`config.mk`:
```
export PLATFORM = sky130hd
export DESIGN_NAME = packet_frame_writer_flat
export DESIGN_NICKNAME = d
export VERILOG_FILES = /design/src/rtl/packet_frame_writer_if.sv /design/src/rtl/packet_frame_writer.sv /design/src/flat_wrapper.sv
export SDC_FILE = /design/constraint.sdc
export NUM_CORES = 1
export LEC_CHECK = 0
export ABC_CLOCK_PERIOD_IN_PS = 2600
export BUFFER_PORTS_ARGS = -buffer_cell sky130_fd_sc_hd__buf_2
export CAP_MARGIN = 0
export CORE_ASPECT_RATIO = 1.25
export CORE_UTILIZATION = 35
export CTS_CLUSTER_DIAMETER = 100
export DETAILED_ROUTE_END_ITERATION = 10
export GPL_ROUTABILITY_DRIVEN = 0
export SKIP_CTS_REPAIR_TIMING = 1
export SYNTH_ARGS = -nofsm -noshare
export SYNTH_HDL_FRONTEND = slang
export SYNTH_SLANG_ARGS = --single-unit
```
`constraint.sdc`:
```
create_clock -name clk -period 2.6 [get_ports clk]
set_input_delay 0.52 -clock clk [delete_from_list [all_inputs] [get_ports clk]]
set_output_delay 0.52 -clock clk [all_outputs]
set_load 0.1 [all_outputs]
```
`src/rtl/packet_frame_writer_if.sv`:
```
// FIFO read side, frame-buffer write port and display-bank status of the packet frame writer.
interface packet_frame_writer_if #(
  parameter int H_BITS  = 8,
  parameter int V_BITS  = 8,
  parameter int COLOR_W = 12
);
  logic                     fifo_empty;
  logic                     fifo_re;
  logic [31:0]              fifo_dout;
  logic [1:0]               fifo_type;
  logic                     frame_start;
  logic                     fb_we;
  logic [H_BITS+V_BITS:0]   fb_addr;
  logic [COLOR_W-1:0]       fb_data;
  logic                     disp_bank;
  logic                     busy;
  logic [15:0]              drop_cnt;

  modport master (
    input  fifo_empty, fifo_dout, fifo_type, frame_start,
    output fifo_re, fb_we, fb_addr, fb_data, disp_bank, busy, drop_cnt
  );

  modport slave (
    output fifo_empty, fifo_dout, fifo_type, frame_start,
    input  fifo_re, fb_we, fb_addr, fb_data, disp_bank, busy, drop_cnt
  );
endinterface

```
`src/rtl/packet_frame_writer.sv`:
```
// Packet-driven write engine: decodes FIFO packets into pixel, span and clear writes
// to the back bank of a double-buffered frame buffer, and swaps banks on frame start.
module packet_frame_writer #(
  parameter int H_BITS  = 8,
  parameter int V_BITS  = 8,
  parameter int H_PIX   = 256,
  parameter int V_PIX   = 192,
  parameter int COLOR_W = 12,
  parameter int LEN_W   = 16
) (
  input  logic                 clk,
  input  logic                 reset,
  packet_frame_writer_if.master bus
);

  localparam int FRAME   = H_PIX * V_PIX;
  localparam int FRAME_W = $clog2(FRAME + 1);
  localparam int CNT_W   = (LEN_W > FRAME_W) ? LEN_W : FRAME_W;
  localparam logic [H_BITS-1:0] H_MAX = H_BITS'(H_PIX - 1);
  localparam logic [V_BITS-1:0] V_MAX = V_BITS'(V_PIX - 1);

  typedef enum logic [2:0] {
    S_IDLE, S_FETCH, S_SPAN_WAIT, S_SPAN_LEN, S_FILL, S_SWAP_WAIT
  } state_e;

  state_e               state_q, state_d;
  logic [H_BITS-1:0]    h_q, h_d;
  logic [V_BITS-1:0]    v_q, v_d;
  logic [COLOR_W-1:0]   color_q, color_d;
  logic [CNT_W-1:0]     cnt_q, cnt_d;
  logic                 discard_q, discard_d;
  logic                 swap_pending_q, swap_pending_d;
  logic                 disp_bank_q, disp_bank_d;
  logic [15:0]          drop_q, drop_d;
  logic                 fb_we_q, fb_we_d;
  logic [H_BITS+V_BITS:0] fb_addr_q, fb_addr_d;
  logic [COLOR_W-1:0]   fb_data_q, fb_data_d;

  logic [V_BITS-1:0]    pkt_v;
  logic [H_BITS-1:0]    pkt_h;
  logic [COLOR_W-1:0]   pkt_color;
  logic                 pkt_oor;
  logic [15:0]          drop_inc;

  assign pkt_v     = bus.fifo_dout[31 -: V_BITS];
  assign pkt_h     = bus.fifo_dout[31-V_BITS -: H_BITS];
  assign pkt_color = bus.fifo_dout[COLOR_W-1:0];
  assign pkt_oor   = (32'(pkt_h) >= 32'(H_PIX)) || (32'(pkt_v) >= 32'(V_PIX));
  assign drop_inc  = (drop_q == '1) ? drop_q : drop_q + 16'd1;

  always_ff @(posedge clk) begin
    if (reset) begin
      state_q        <= S_IDLE;
      h_q            <= '0;
      v_q            <= '0;
      color_q        <= '0;
      cnt_q          <= '0;
      discard_q      <= 1'b0;
      swap_pending_q <= 1'b0;
      disp_bank_q    <= 1'b0;
      drop_q         <= '0;
      fb_we_q        <= 1'b0;
      fb_addr_q      <= '0;
      fb_data_q      <= '0;
    end else begin
      state_q        <= state_d;
      h_q            <= h_d;
      v_q            <= v_d;
      color_q        <= color_d;
      cnt_q          <= cnt_d;
      discard_q      <= discard_d;
      swap_pending_q <= swap_pending_d;
      disp_bank_q    <= disp_bank_d;
      drop_q         <= drop_d;
      fb_we_q        <= fb_we_d;
      fb_addr_q      <= fb_addr_d;
      fb_data_q      <= fb_data_d;
    end
  end

  always_comb begin
    state_d        = state_q;
    h_d            = h_q;
    v_d            = v_q;
    color_d        = color_q;
    cnt_d          = cnt_q;
    discard_d      = discard_q;
    swap_pending_d = swap_pending_q;
    disp_bank_d    = disp_bank_q;
    drop_d         = drop_q;
    fb_we_d        = 1'b0;
    fb_addr_d      = fb_addr_q;
    fb_data_d      = fb_data_q;
    unique case (state_q)
      S_IDLE: if (!bus.fifo_empty) state_d = S_FETCH;
      S_FETCH: begin
        unique case (bus.fifo_type)
          2'd0: begin
            state_d = S_IDLE;
            if (pkt_oor) begin
              drop_d = drop_inc;
            end else begin
              fb_we_d   = 1'b1;
              fb_addr_d = {~disp_bank_q, pkt_h, pkt_v};
              fb_data_d = pkt_color;
            end
          end
          2'd1: begin
            // An out-of-range span still owns the next FIFO word; it is consumed and discarded.
            h_d       = pkt_h;
            v_d       = pkt_v;
            color_d   = pkt_color;
            discard_d = pkt_oor;
            if (pkt_oor) drop_d = drop_inc;
            state_d   = S_SPAN_WAIT;
          end
          2'd2: begin
            color_d = pkt_color;
            h_d     = '0;
            v_d     = '0;
            cnt_d   = CNT_W'(FRAME);
            state_d = S_FILL;
          end
          default: begin
            swap_pending_d = 1'b1;
            state_d        = S_SWAP_WAIT;
          end
        endcase
      end
      S_SPAN_WAIT: if (!bus.fifo_empty) state_d = S_SPAN_LEN;
      S_SPAN_LEN: begin
        cnt_d   = CNT_W'(bus.fifo_dout[LEN_W-1:0]);
        state_d = (cnt_d == '0 || discard_q) ? S_IDLE : S_FILL;
      end
      S_FILL: begin
        fb_we_d   = 1'b1;
        fb_addr_d = {~disp_bank_q, h_q, v_q};
        fb_data_d = color_q;
        cnt_d     = cnt_q - CNT_W'(1);
        if (h_q == H_MAX) begin
          h_d = '0;
          v_d = (v_q == V_MAX) ? '0 : v_q + V_BITS'(1);
        end else begin
          h_d = h_q + H_BITS'(1);
        end
        if (cnt_q == CNT_W'(1)) state_d = S_IDLE;
      end
      S_SWAP_WAIT: begin
        if (bus.frame_start && swap_pending_q) begin
          disp_bank_d    = ~disp_bank_q;
          swap_pending_d = 1'b0;
          state_d        = S_IDLE;
        end
      end
      default: state_d = S_IDLE;
    endcase
  end

  always_comb begin
    bus.fifo_re = 1'b0;
    if (!reset && !bus.fifo_empty && (state_q == S_IDLE || state_q == S_SPAN_WAIT))
      bus.fifo_re = 1'b1;
    bus.busy      = (state_q != S_IDLE);
    bus.fb_we     = fb_we_q;
    bus.fb_addr   = fb_addr_q;
    bus.fb_data   = fb_data_q;
    bus.disp_bank = disp_bank_q;
    bus.drop_cnt  = drop_q;
  end

endmodule

```
`src/flat_wrapper.sv`:
```
// flat-port wrapper written by rule: the top's interface ports become plain ports
module packet_frame_writer_flat 
#(
  parameter int H_BITS  = 8,
  parameter int V_BITS  = 8,
  parameter int H_PIX   = 256,
  parameter int V_PIX   = 192,
  parameter int COLOR_W = 12,
  parameter int LEN_W   = 16
)
  (clk, reset, bus_fifo_empty, bus_fifo_dout, bus_fifo_type, bus_frame_start, bus_fifo_re, bus_fb_we, bus_fb_addr, bus_fb_data, bus_disp_bank, bus_busy, bus_drop_cnt);
  packet_frame_writer_if #(.H_BITS(H_BITS), .V_BITS(V_BITS), .COLOR_W(COLOR_W)) bus_i ();
  input  logic clk;
  input  logic reset;
  input wire logic [$bits(bus_i.fifo_empty)-1:0] bus_fifo_empty;
  input wire logic [$bits(bus_i.fifo_dout)-1:0] bus_fifo_dout;
  input wire logic [$bits(bus_i.fifo_type)-1:0] bus_fifo_type;
  input wire logic [$bits(bus_i.frame_start)-1:0] bus_frame_start;
  output wire logic [$bits(bus_i.fifo_re)-1:0] bus_fifo_re;
  output wire logic [$bits(bus_i.fb_we)-1:0] bus_fb_we;
  output wire logic [$bits(bus_i.fb_addr)-1:0] bus_fb_addr;
  output wire logic [$bits(bus_i.fb_data)-1:0] bus_fb_data;
  output wire logic [$bits(bus_i.disp_bank)-1:0] bus_disp_bank;
  output wire logic [$bits(bus_i.busy)-1:0] bus_busy;
  output wire logic [$bits(bus_i.drop_cnt)-1:0] bus_drop_cnt;
  assign bus_i.fifo_empty = bus_fifo_empty;
  assign bus_i.fifo_dout = bus_fifo_dout;
  assign bus_i.fifo_type = bus_fifo_type;
  assign bus_i.frame_start = bus_frame_start;
  assign bus_fifo_re = bus_i.fifo_re;
  assign bus_fb_we = bus_i.fb_we;
  assign bus_fb_addr = bus_i.fb_addr;
  assign bus_fb_data = bus_i.fb_data;
  assign bus_disp_bank = bus_i.disp_bank;
  assign bus_busy = bus_i.busy;
  assign bus_drop_cnt = bus_i.drop_cnt;
  packet_frame_writer #(.H_BITS(H_BITS), .V_BITS(V_BITS), .H_PIX(H_PIX), .V_PIX(V_PIX), .COLOR_W(COLOR_W), .LEN_W(LEN_W)) u_core (.clk(clk), .reset(reset), .bus(bus_i));
endmodule
```
==> impl_metrics.py <==
metrics = {
    "worst_setup_path": {
        "arrival_ps": 1760,
        "crit_chain": "or3_1 -> nor2_2 -> buf_2",
        "startpoint_type": "flop",
        "critPathCaptureType": "output port",
        "max_stage_delay_ps": 440,
        "critPathTopFamily": "simple AND/OR/NAND/NOR gates",
        "cp_slowest_cell": "dfxtp_1",
        "critPathRequiredTime_ps": 2080,
        "crit_cells": 3,
        "crit_fanout": 13,
        "path_buf_inv": 1,
        "critPathKind": "flop to output port",
        "rr_worst_depth": 5,
    },
    "clock_network": {
        "clock_latency_ps": 340,
        "root_buffer": "clkbuf_16",
        "clockBufferDepth": 2,
        "htree_levels": 3,
        "cts_buffers": 9,
        "clock-sinks": 96,
        "cts.clk_slew.worst_paths_ps": 70,
        "cts_tree": "yes",
    },
    "min_path": {
        "hold_class": "input pin to flop",
        "holdPathStages": 3,
    },
    "timing": {
        "final.setup.tns_ps": 0,
        "slew_violations": 0,
        "max_freq_ghz": 0.438,
        "rsz0062_at_grt": "no",
        "worstMarginPinSlew_ps": 683,
        "skew_ps": 7.48,
        "fin_crit_sh_pct": 87.8,
        "hold_viol": 0,
        "setup_viol": 0,
        "maxSlewHeadroom_pct": 54.4,
        "period_minus_slack_ps": 2280,
    },
    "route": {
        "first_pass_iters": 5,
        "ant_nets": 0,
        "vias_per_cell": 5.48,
        "wl_per_cell_um": 15.4,
        "drc": 0,
        "drt_iter0_drc": 209,
        "routed_wl_um": 12900,
        "vias": 4561,
    },
    "run_status": {
        "outcome": "finished clean",
    },
    "placement": {
        "dp_cells": 817,
        "portBuffers": 86,
        "hpwl_um": 9040,
    },
    "power": {
        "vdd_drop_max_uv": 297,
        "power_density_mw_per_mm2": 686,
        "fin_total_pwr_uw": 3980,
        "p_leak_uw": 0.00247,
    },
    "synth": {
        "syn_nets": 629,
        "synthTopCellsByCount": "dfxtp_1 (96), nor2_1 (83), nand2_1 (58)",
        "syn_avg_cell_area_um2": 8.28,
        "synth_top_cell_by_area": "dfxtp_1",
        "syn_area_mm2": 0.00481,
        "synth_top_flop_cell": "dfxtp_1",
        "ys_types": 55,
        "yosysSeqAreaShare_pct": 40.0,
        "synth_top_cell_area_share_pct": 40.0,
        "ys_top_cells_by_area": "dfxtp_1 (40%), nor2_1 (6.5%), mux2i_1 (6.2%)",
        "ys_ff_latch": 96,
        "synth.most_common_cell": "dfxtp_1",
        "async_flop_share_pct": 0,
        "synth_edf_count": 0,
        "yosysWarnings": 0,
        "netlist_instances": 581,
    },
    "die": {
        "start_util_pct": 36.0,
        "rows": 47,
        "die_area_mm2": 0.0142,
        "fp.dieH_um": 133,
        "coreArea_mm2": 0.0133,
        "dieWidth_um": 107,
        "io-pin-count": 87,
    },
    "layout": {
        "area_growth_pct": 20.6,
        "final_cells": 833,
        "drive_gt1_share_pct": 19.8,
        "nets": 705,
        "diodes": 0,
    },
    "global_routing": {
        "grt_pass1_wl_um": 21400,
        "grt.overflow.total": 0,
        "grt_start_max_net_pins": 93,
        "track_usage_pct": 18.6,
        "antenna_found_initial": 0,
        "grt_pass1_vias": 4357,
    },
    "job": {
        "maxCapViolCount": 0,
    },
}
-- metal layers --
metal	global-route usage, %	wire length (µm)	vias to the layer above
li1	-	-	2269
met1	23.2	5760	2183
met2	32.0	6410	92
met3	2.81	445	17
met4	7.23	248	0
met5	0	0	-
-- final timing paths --
path	to	slack, ps	from
max	bus_fifo_re	320	u_core.state_q[2]
min	u_core.v_q[5]	430	bus_fifo_dout[29]
max reg2reg	u_core.bus.drop_cnt[6]	490	u_core.state_q[0]
min reg2reg	u_core.color_q[10]	460	u_core.color_q[10]
-- through the flow --
stage                     utilization (%)  instance area, µm²  hold slack [ps]  worst slack (ps)
after floorplan                         -                4810              431               173
after global placement               41.0                5470              443               335
after detailed placement             41.0                5470              447               256
after CTS                            43.5                5800              431               320
after global routing                 43.5                5800              449               239
final                                43.5                5800              434               317
-- tightest hold or removal path, delay by kind of cell --
kind | cells | cell delay, ps
simple gates | 1 | 50
buf+inv | 1 | 110
compound gates | 1 | 60
-- layout make-up --
class                   count  area, µm²
fillers                  1326       7550
multi-input cells         438       2720
flip-flops and latches     96       1920
repair buffers            102        576
clock buffers              10        239
well taps                 171        214
clock inverters             6       91.3
inverters                  10       37.5
-- placed cells by master, fill, tap and decap left out, types with 10 or more instances in the layout --
| master | n |
|---|---|
| a211oi_1 | 38 |
| inv_1 | 10 |
| o21ai_0 | 20 |
| mux2i_1 | 30 |
| buf_2 | 86 |
| a21oi_1 | 41 |
| nor3_1 | 10 |
| nand3_1 | 17 |
| nor2_1 | 82 |
| dfxtp_1 | 96 |
| ha_1 | 10 |
| buf_4 | 14 |
| xnor2_1 | 10 |
| nand2_1 | 58 |
-- cells by family after synthesis --
| logic type | Yosys count | synth area share (%) |
|---|---|---|
| compound gates | 147 | 20.7 |
| xor+xnor | 16 | 2.91 |
| fa+ha+maj | 10 | 2.60 |
| buf+inv | 47 | 3.77 |
| flops | 96 | 40.0 |
| mux | 30 | 6.24 |
| simple gates | 235 | 23.8 |
-- where the power goes --
part | leakage, µW | internal [µW] | switching, µW
Clock | 0.000151 | 873 | 603
Sequential | 0.000779 | 1560 | 78.7
Combinational | 0.00154 | 249 | 616
-- registers in the layout, indices dropped and copies added, names as in the netlist, 3 cells and up --
register and cells:
u_core.h_q 8, u_core.bus.fb_data 12, u_core.cnt_q 16, u_core.v_q 8
u_core.color_q 12, u_core.bus.drop_cnt 16, u_core.bus.fb_addr 17, u_core.state_q 3
Power figures use the tool's default switching activity.
